===== src/rtl/dmem_arbiter_if.sv =====
// Bundle of the CPU, loader and memory-side signals around the data-memory arbiter.
// The slave modport is the arbiter's view; master is the surrounding system's view.
interface dmem_arbiter_if #(
  parameter int unsigned ADDR_W = 14,
  parameter int unsigned DATA_W = 32
) ();
  logic              cpu_req;
  logic              cpu_we;
  logic [ADDR_W-1:0] cpu_addr;
  logic [DATA_W-1:0] cpu_wdata;
  logic              cpu_ack;
  logic [DATA_W-1:0] cpu_rdata;
  logic              cpu_stall;

  logic              ld_req;
  logic              ld_we;
  logic [ADDR_W-1:0] ld_addr;
  logic [DATA_W-1:0] ld_wdata;
  logic              ld_lock;
  logic              ld_ack;
  logic [DATA_W-1:0] ld_rdata;

  logic              mem_en;
  logic              mem_we;
  logic [ADDR_W-1:0] mem_addr;
  logic [DATA_W-1:0] mem_wdata;
  logic [DATA_W-1:0] mem_rdata;

  logic              busy;

  modport slave (
    input  cpu_req, cpu_we, cpu_addr, cpu_wdata,
    input  ld_req, ld_we, ld_addr, ld_wdata, ld_lock,
    input  mem_rdata,
    output cpu_ack, cpu_rdata, cpu_stall,
    output ld_ack, ld_rdata,
    output mem_en, mem_we, mem_addr, mem_wdata,
    output busy
  );

  modport master (
    output cpu_req, cpu_we, cpu_addr, cpu_wdata,
    output ld_req, ld_we, ld_addr, ld_wdata, ld_lock,
    output mem_rdata,
    input  cpu_ack, cpu_rdata, cpu_stall,
    input  ld_ack, ld_rdata,
    input  mem_en, mem_we, mem_addr, mem_wdata,
    input  busy
  );
endinterface


===== src/rtl/dmem_arbiter.sv =====
// Round-robin arbiter sharing the single-port data memory between the CPU and the UART loader.
// Every access runs IDLE -> ISSUE -> WAIT (RD_LAT cycles) -> DONE with registered outputs.
module dmem_arbiter #(
  parameter int unsigned ADDR_W = 14,
  parameter int unsigned DATA_W = 32,
  parameter int unsigned RD_LAT = 1
) (
  input logic           clock,
  input logic           reset,
  dmem_arbiter_if.slave bus
);

  localparam int unsigned CntW = $clog2(RD_LAT + 1);

  typedef enum logic [1:0] {StIdle, StIssue, StWait, StDone} state_e;

  state_e            state_q;
  logic              last_gnt_q;  // 1 = loader
  logic              gnt_q;       // 1 = loader
  logic              we_q;
  logic [ADDR_W-1:0] addr_q;
  logic [DATA_W-1:0] wdata_q;
  logic [DATA_W-1:0] rd_q;
  logic [CntW-1:0]   cnt_q;
  logic              mem_en_q;
  logic              mem_we_q;
  logic              cpu_ack_q;
  logic              ld_ack_q;

  logic cpu_elig;
  logic ld_elig;
  logic pick_ld;

  assign cpu_elig = bus.cpu_req & ~bus.ld_lock;
  assign ld_elig  = bus.ld_req;
  // On a tie the loader wins only if the CPU was served last.
  assign pick_ld  = ld_elig & (~cpu_elig | ~last_gnt_q);

  always_ff @(posedge clock or negedge reset) begin
    if (!reset) begin
      state_q    <= StIdle;
      last_gnt_q <= 1'b1;
      gnt_q      <= 1'b0;
      we_q       <= 1'b0;
      addr_q     <= '0;
      wdata_q    <= '0;
      rd_q       <= '0;
      cnt_q      <= '0;
      mem_en_q   <= 1'b0;
      mem_we_q   <= 1'b0;
      cpu_ack_q  <= 1'b0;
      ld_ack_q   <= 1'b0;
    end else begin
      unique case (state_q)
        StIdle: begin
          if (cpu_elig || ld_elig) begin
            gnt_q      <= pick_ld;
            last_gnt_q <= pick_ld;
            we_q       <= pick_ld ? bus.ld_we    : bus.cpu_we;
            addr_q     <= pick_ld ? bus.ld_addr  : bus.cpu_addr;
            wdata_q    <= pick_ld ? bus.ld_wdata : bus.cpu_wdata;
            mem_en_q   <= 1'b1;
            mem_we_q   <= pick_ld ? bus.ld_we    : bus.cpu_we;
            state_q    <= StIssue;
          end
        end
        StIssue: begin
          mem_en_q <= 1'b0;
          mem_we_q <= 1'b0;
          cnt_q    <= CntW'(RD_LAT);
          state_q  <= StWait;
        end
        StWait: begin
          cnt_q <= cnt_q - CntW'(1);
          if (cnt_q == CntW'(1)) begin
            if (!we_q) begin
              rd_q <= bus.mem_rdata;
            end
            cpu_ack_q <= ~gnt_q;
            ld_ack_q  <= gnt_q;
            state_q   <= StDone;
          end
        end
        StDone: begin
          cpu_ack_q <= 1'b0;
          ld_ack_q  <= 1'b0;
          state_q   <= StIdle;
        end
        default: state_q <= StIdle;
      endcase
    end
  end

  assign bus.cpu_ack   = cpu_ack_q;
  assign bus.ld_ack    = ld_ack_q;
  assign bus.cpu_rdata = rd_q;
  assign bus.ld_rdata  = rd_q;
  assign bus.mem_en    = mem_en_q;
  assign bus.mem_we    = mem_we_q;
  assign bus.mem_addr  = addr_q;
  assign bus.mem_wdata = wdata_q;
  assign bus.busy      = (state_q != StIdle);
  assign bus.cpu_stall = bus.cpu_req & ~cpu_ack_q;

endmodule


===== src/flat_wrapper.sv =====
// flat-port wrapper written by rule: the top's interface ports become plain ports
module dmem_arbiter_flat 
#(
  parameter int unsigned ADDR_W = 14,
  parameter int unsigned DATA_W = 32,
  parameter int unsigned RD_LAT = 1
)
  (clock, reset, bus_cpu_req, bus_cpu_we, bus_cpu_addr, bus_cpu_wdata, bus_ld_req, bus_ld_we, bus_ld_addr, bus_ld_wdata, bus_ld_lock, bus_mem_rdata, bus_cpu_ack, bus_cpu_rdata, bus_cpu_stall, bus_ld_ack, bus_ld_rdata, bus_mem_en, bus_mem_we, bus_mem_addr, bus_mem_wdata, bus_busy);
  dmem_arbiter_if #(.ADDR_W(ADDR_W), .DATA_W(DATA_W)) bus_i ();
  input logic clock;
  input logic reset;
  input wire logic [$bits(bus_i.cpu_req)-1:0] bus_cpu_req;
  input wire logic [$bits(bus_i.cpu_we)-1:0] bus_cpu_we;
  input wire logic [$bits(bus_i.cpu_addr)-1:0] bus_cpu_addr;
  input wire logic [$bits(bus_i.cpu_wdata)-1:0] bus_cpu_wdata;
  input wire logic [$bits(bus_i.ld_req)-1:0] bus_ld_req;
  input wire logic [$bits(bus_i.ld_we)-1:0] bus_ld_we;
  input wire logic [$bits(bus_i.ld_addr)-1:0] bus_ld_addr;
  input wire logic [$bits(bus_i.ld_wdata)-1:0] bus_ld_wdata;
  input wire logic [$bits(bus_i.ld_lock)-1:0] bus_ld_lock;
  input wire logic [$bits(bus_i.mem_rdata)-1:0] bus_mem_rdata;
  output wire logic [$bits(bus_i.cpu_ack)-1:0] bus_cpu_ack;
  output wire logic [$bits(bus_i.cpu_rdata)-1:0] bus_cpu_rdata;
  output wire logic [$bits(bus_i.cpu_stall)-1:0] bus_cpu_stall;
  output wire logic [$bits(bus_i.ld_ack)-1:0] bus_ld_ack;
  output wire logic [$bits(bus_i.ld_rdata)-1:0] bus_ld_rdata;
  output wire logic [$bits(bus_i.mem_en)-1:0] bus_mem_en;
  output wire logic [$bits(bus_i.mem_we)-1:0] bus_mem_we;
  output wire logic [$bits(bus_i.mem_addr)-1:0] bus_mem_addr;
  output wire logic [$bits(bus_i.mem_wdata)-1:0] bus_mem_wdata;
  output wire logic [$bits(bus_i.busy)-1:0] bus_busy;
  assign bus_i.cpu_req = bus_cpu_req;
  assign bus_i.cpu_we = bus_cpu_we;
  assign bus_i.cpu_addr = bus_cpu_addr;
  assign bus_i.cpu_wdata = bus_cpu_wdata;
  assign bus_i.ld_req = bus_ld_req;
  assign bus_i.ld_we = bus_ld_we;
  assign bus_i.ld_addr = bus_ld_addr;
  assign bus_i.ld_wdata = bus_ld_wdata;
  assign bus_i.ld_lock = bus_ld_lock;
  assign bus_i.mem_rdata = bus_mem_rdata;
  assign bus_cpu_ack = bus_i.cpu_ack;
  assign bus_cpu_rdata = bus_i.cpu_rdata;
  assign bus_cpu_stall = bus_i.cpu_stall;
  assign bus_ld_ack = bus_i.ld_ack;
  assign bus_ld_rdata = bus_i.ld_rdata;
  assign bus_mem_en = bus_i.mem_en;
  assign bus_mem_we = bus_i.mem_we;
  assign bus_mem_addr = bus_i.mem_addr;
  assign bus_mem_wdata = bus_i.mem_wdata;
  assign bus_busy = bus_i.busy;
  dmem_arbiter #(.ADDR_W(ADDR_W), .DATA_W(DATA_W), .RD_LAT(RD_LAT)) u_core (.clock(clock), .reset(reset), .bus(bus_i));
endmodule

===== config.mk =====
export PLATFORM = sky130hd
export DESIGN_NAME = dmem_arbiter_flat
export DESIGN_NICKNAME = d
export VERILOG_FILES = /design/src/rtl/dmem_arbiter_if.sv /design/src/rtl/dmem_arbiter.sv /design/src/flat_wrapper.sv
export SDC_FILE = /design/constraint.sdc
export NUM_CORES = 1
export LEC_CHECK = 0
export ABC_AREA = 1
export BUFFER_PORTS_ARGS = -buffer_cell sky130_fd_sc_hd__buf_4
export CORE_ASPECT_RATIO = 1.1
export CORE_UTILIZATION = 41
export CTS_CLUSTER_SIZE = 28
export DETAILED_ROUTE_END_ITERATION = 8
export PLACE_DENSITY = 0.79
export SYNTH_ARGS = -nofsm -noshare
export SYNTH_HDL_FRONTEND = slang
export SYNTH_SLANG_ARGS = --single-unit

===== constraint.sdc =====
create_clock -name clock -period 1.3 [get_ports clock]
set_input_delay 0 -clock clock [delete_from_list [all_inputs] [get_ports clock]]
set_output_delay 0 -clock clock [all_outputs]
set_load 0.05 [all_outputs]

==> summary.txt <==
Die
  • Die area: 11500 µm²
  • Core ar.: 10600 µm²
  • Starting Density: 42.9%
  • Die span in x: 102 µm
  • Cell Rows: 39
  • # IOs: 247
  • Die Span Y: 112 µm

Clock network
  • Longest Clk Path Bufs: 2
  • Inserted Clock Buffers: 9
  • Clock Latency Late Sink: 0.33 ns
  • H-tree depth: 3
  • Clk slew on worst S/H paths: 0.06 ns
  • Root Driver: clkbuf_16
  • CTS tree: done
  • CTS Sinks: 88

Timing
  • Hold slack: 0.000118 ns
  • Rel. slew slack: 66.7%
  • Max-slew violation count: 0
  • Final Cycle Share: 109%
  • # setup viols final: 81
  • Clock Skew: 0.00591 ns
  • Minimum clock period: 1.42 ns
  • F_max: 705 MHz
  • Slew at the pin with the worst max-slew slack: 0.499 ns
  • RSZ-0062 raised after global routing: yes
  • Hold Vio Cnt, Final: 0
  • Final WS setup: -0.118 ns

Drt
  • Initial DRC count: 268
  • Mean routed wirelength per cell: 17.2 µm
  • TritonRoute pass-1 iters: 4
  • Routed vias: 5307
  • Post-route DRC: 0
  • Via/cell ratio: 4.93
  • Routed wire length: 18500 µm
  • ANT nets after route: 0

Critical path
  • Worst-path cell chain: inv_2 -> ha_4 -> nand2_2 -> or2_4 -> buf_12 -> nand2_1 -> o21ai_2
  • Reg-to-reg startpoint: u_core.state_q[0]
  • Crit-path slowest cell: dfrtp_1
  • Slowest Stage Delay on Critical Path: 0.39 ns
  • Worst r2r dst: u_core.bus.cpu_rdata[18]
  • CP required: 1.52 ns
  • Setup CP Type: flip-flop to flip-flop
  • Critical Path End Type: flip-flop
  • Worst EP arrival: 1.64 ns
  • Flop-to-flop setup slack: -0.12 ns
  • Max FO, Critical Path: 12
  • Worst R2R Path Depth: 7
  • Startpoint types: flip-flop

Placed design
  • Placed cell areas: 6360 µm²
  • IO buf count: 246
  • Detail Placement HPWL: 8710 µm
  • Post-Place Cells: 922
  • GP Congestion: 0.799

Finish
  • Fin nets: 1059
  • Fin area: 8490 µm²
  • Finished Core Util: 80.1%
  • Synth-to-Final Area Change: 86.9%
  • Non-filler cells, final: 1076
  • Layout cells sized above 1: 42.9%

Pwr
  • Internal: 10.8 mW
  • Power density cells: 2720 nW/µm²
  • P_sw: 12.3 mW
  • Sequential share of power: 22.9%
  • Clk pwr share: 11.1%
  • Logic pwr share: 66.0%
  • Static Leak: 4.49 nW
  • Sw Ratio: 53.4%
  • Worst VDD drop: 1.78 mV

Global route
  • First-pass GRT wire length: 26400 µm
  • Initial antenna violation count: 4
  • All-Layer GR Usage: 29.9%
  • Largest net degree at the start of global routing: 89
  • Vias in the first global route: 5552
  • Total grt overflow: 0

Synth
  • Synth Register Bits: 88
  • Syn_nets: 711
  • Main flop type after synthesis: dfrtp_1
  • Sequential area share after synthesis: 48.5%
  • Synth Instances: 575
  • Post-Syn Area: 4540 µm²
  • Post-Syn Area per Cell: 7.90 µm²
  • Post-synth EDFFs: 0
  • Async SR Flop Fraction: 100%
  • Yosys warning count: 0
  • Cell variety after synth: 19

Worst hold path
  • Min-Delay Path Class: primary input to flip-flop
  • Hold Startpoint: bus_cpu_addr[3]
  • Hold path depth: 5
  • Hold endpoint: u_core.bus.mem_addr[3]

Job
  • Total of max-cap violations: 0

Outcome
  • Outcome: finished with violations
  • Failing checks: setup timing
logic make-up after synthesis:
kind of cell | after synthesis | share of synthesized area [%]
compound gates | 87 | 12.3
fa+ha+maj | 5 | 1.38
buf+inv | 151 | 17.4
flops | 88 | 48.5
simple gates | 244 | 20.4
power by group through the flow:
| stage | logic [mW] | clock network (mW) | registers [mW] |
|---|---|---|---|
| after floorplan | 5.61 | 0 | 9.26 |
| after global placement | 13.0 | 0 | 5.08 |
| after detailed placement | 13.2 | 0 | 5.12 |
| after CTS | 14.3 | 2.58 | 5.13 |
| after global routing | 16.0 | 2.69 | 5.43 |
| final | 15.2 | 2.57 | 5.29 |
worst max path at each step:
| stage | startpoint | endpoint | slack (ns) | cells past startpoint |
|---|---|---|---|---|
| floorplan | u_core.state_q[0] | u_core.bus.cpu_rdata[17] | -0.10 | 8 |
| global placement | u_core.state_q[0] | u_core.bus.cpu_rdata[21] | -0.09 | 7 |
| global route | u_core.state_q[0] | u_core.bus.cpu_rdata[18] | -0.17 | 7 |
| CTS | u_core.state_q[0] | u_core.bus.mem_wdata[16] | -0.07 | 9 |
| finish | u_core.state_q[0] | u_core.bus.cpu_rdata[18] | -0.12 | 7 |
| detailed placement | u_core.state_q[1] | u_core.bus.mem_wdata[18] | -0.16 | 8 |
metal layers:
metal	share of wire, %	up-vias	track usage [%]
met2	52	349	53.1
met1	35	2468	30.7
met3	7.9	79	7.10
met5	0	-	0
li1	-	2411	-
met4	5.2	0	20.0
critical path, delay by kind of cell, from the launching register on:
family                   cells  cell delay [ns]
flip-flops                   1             0.39
buffers and inverters        2             0.26
AND/OR/NAND/NOR              3             0.44
AO/OA/AOI/OAI                1             0.07
adder cells (fa/ha/maj)      1             0.14
cells in the mapped netlist, types with 2 or more instances:
master | instances | area, µm²
nor2_1 | 49 | 184
clkbuf_1 | 3 | 11.3
nand2_1 | 188 | 706
nand3_1 | 6 | 30.0
buf_4 | 43 | 323
o21ai_1 | 46 | 230
o21ai_0 | 5 | 25.0
o21ai_2 | 32 | 280
buf_2 | 6 | 30.0
inv_1 | 91 | 342
ha_1 | 5 | 62.6
buf_6 | 7 | 78.8
dfrtp_1 | 87 | 2180
o22ai_1 | 2 | 12.5
flip-flops by register name (all words and copies together), names as in the netlist:
register,flops
u_core.bus.cpu_rdata,32
u_core.bus.mem_we,1
u_core.last_gnt_q,1
u_core.state_q,2
u_core.bus.mem_addr,14
u_core.bus.mem_en,1
u_core.bus.mem_wdata,32
u_core.bus.cpu_ack,1
u_core.cnt_q,1
u_core.gnt_q,1
u_core.we_q,1
u_core.bus.ld_ack,1
stage by stage:
stage / total power [mW] / setup slack, ns / TNS, ns
detailed placement: 18.3 / -0.164 / -8.74
global placement: 18.0 / -0.0930 / -6.17
CTS: 22.1 / -0.0749 / -3.18
global route: 24.1 / -0.168 / -9.54
floorplan: 14.9 / -0.100 / -3.09
finish: 23.1 / -0.118 / -5.10
final cells by class:
class                           instances  area (µm²)
Tap cell                              143         179
Fill cell                             574        2100
Timing Repair inverter                  1        8.76
Timing Repair Buffer                  394        3620
Inverter                               92         360
Clock inverter                          5        57.6
Multi-Input combinational cell        337        1820
Sequential cell                        88        2200
Clock buffer                           11         233
Antenna cell                            5        12.5
timing repair:
| action | in CTS | in global routing |
|---|---|---|
| resized for setup | 40 | 47 |
| gates cloned | 6 | 13 |
| pin swaps | 1 | 14 |
| setup buffers | 7 | 2 |
| setup endpoints to repair | 86 | 87 |
| hold buffers | 109 | 0 |
| endpoints found under the hold margin | 166 | 0 |
cell usage in the layout, fill, tap and decap left out, types with 12 or more instances in the layout:
cell type / count
clkbuf_16: 18
inv_1: 88
nor2_1: 49
dlygate4sd3_1: 109
o21ai_1: 40
buf_4: 254
buf_12: 12
nand2_2: 35
nand2_1: 143
o21ai_2: 41
dfrtp_1: 87
Power figures use the tool's default switching activity.
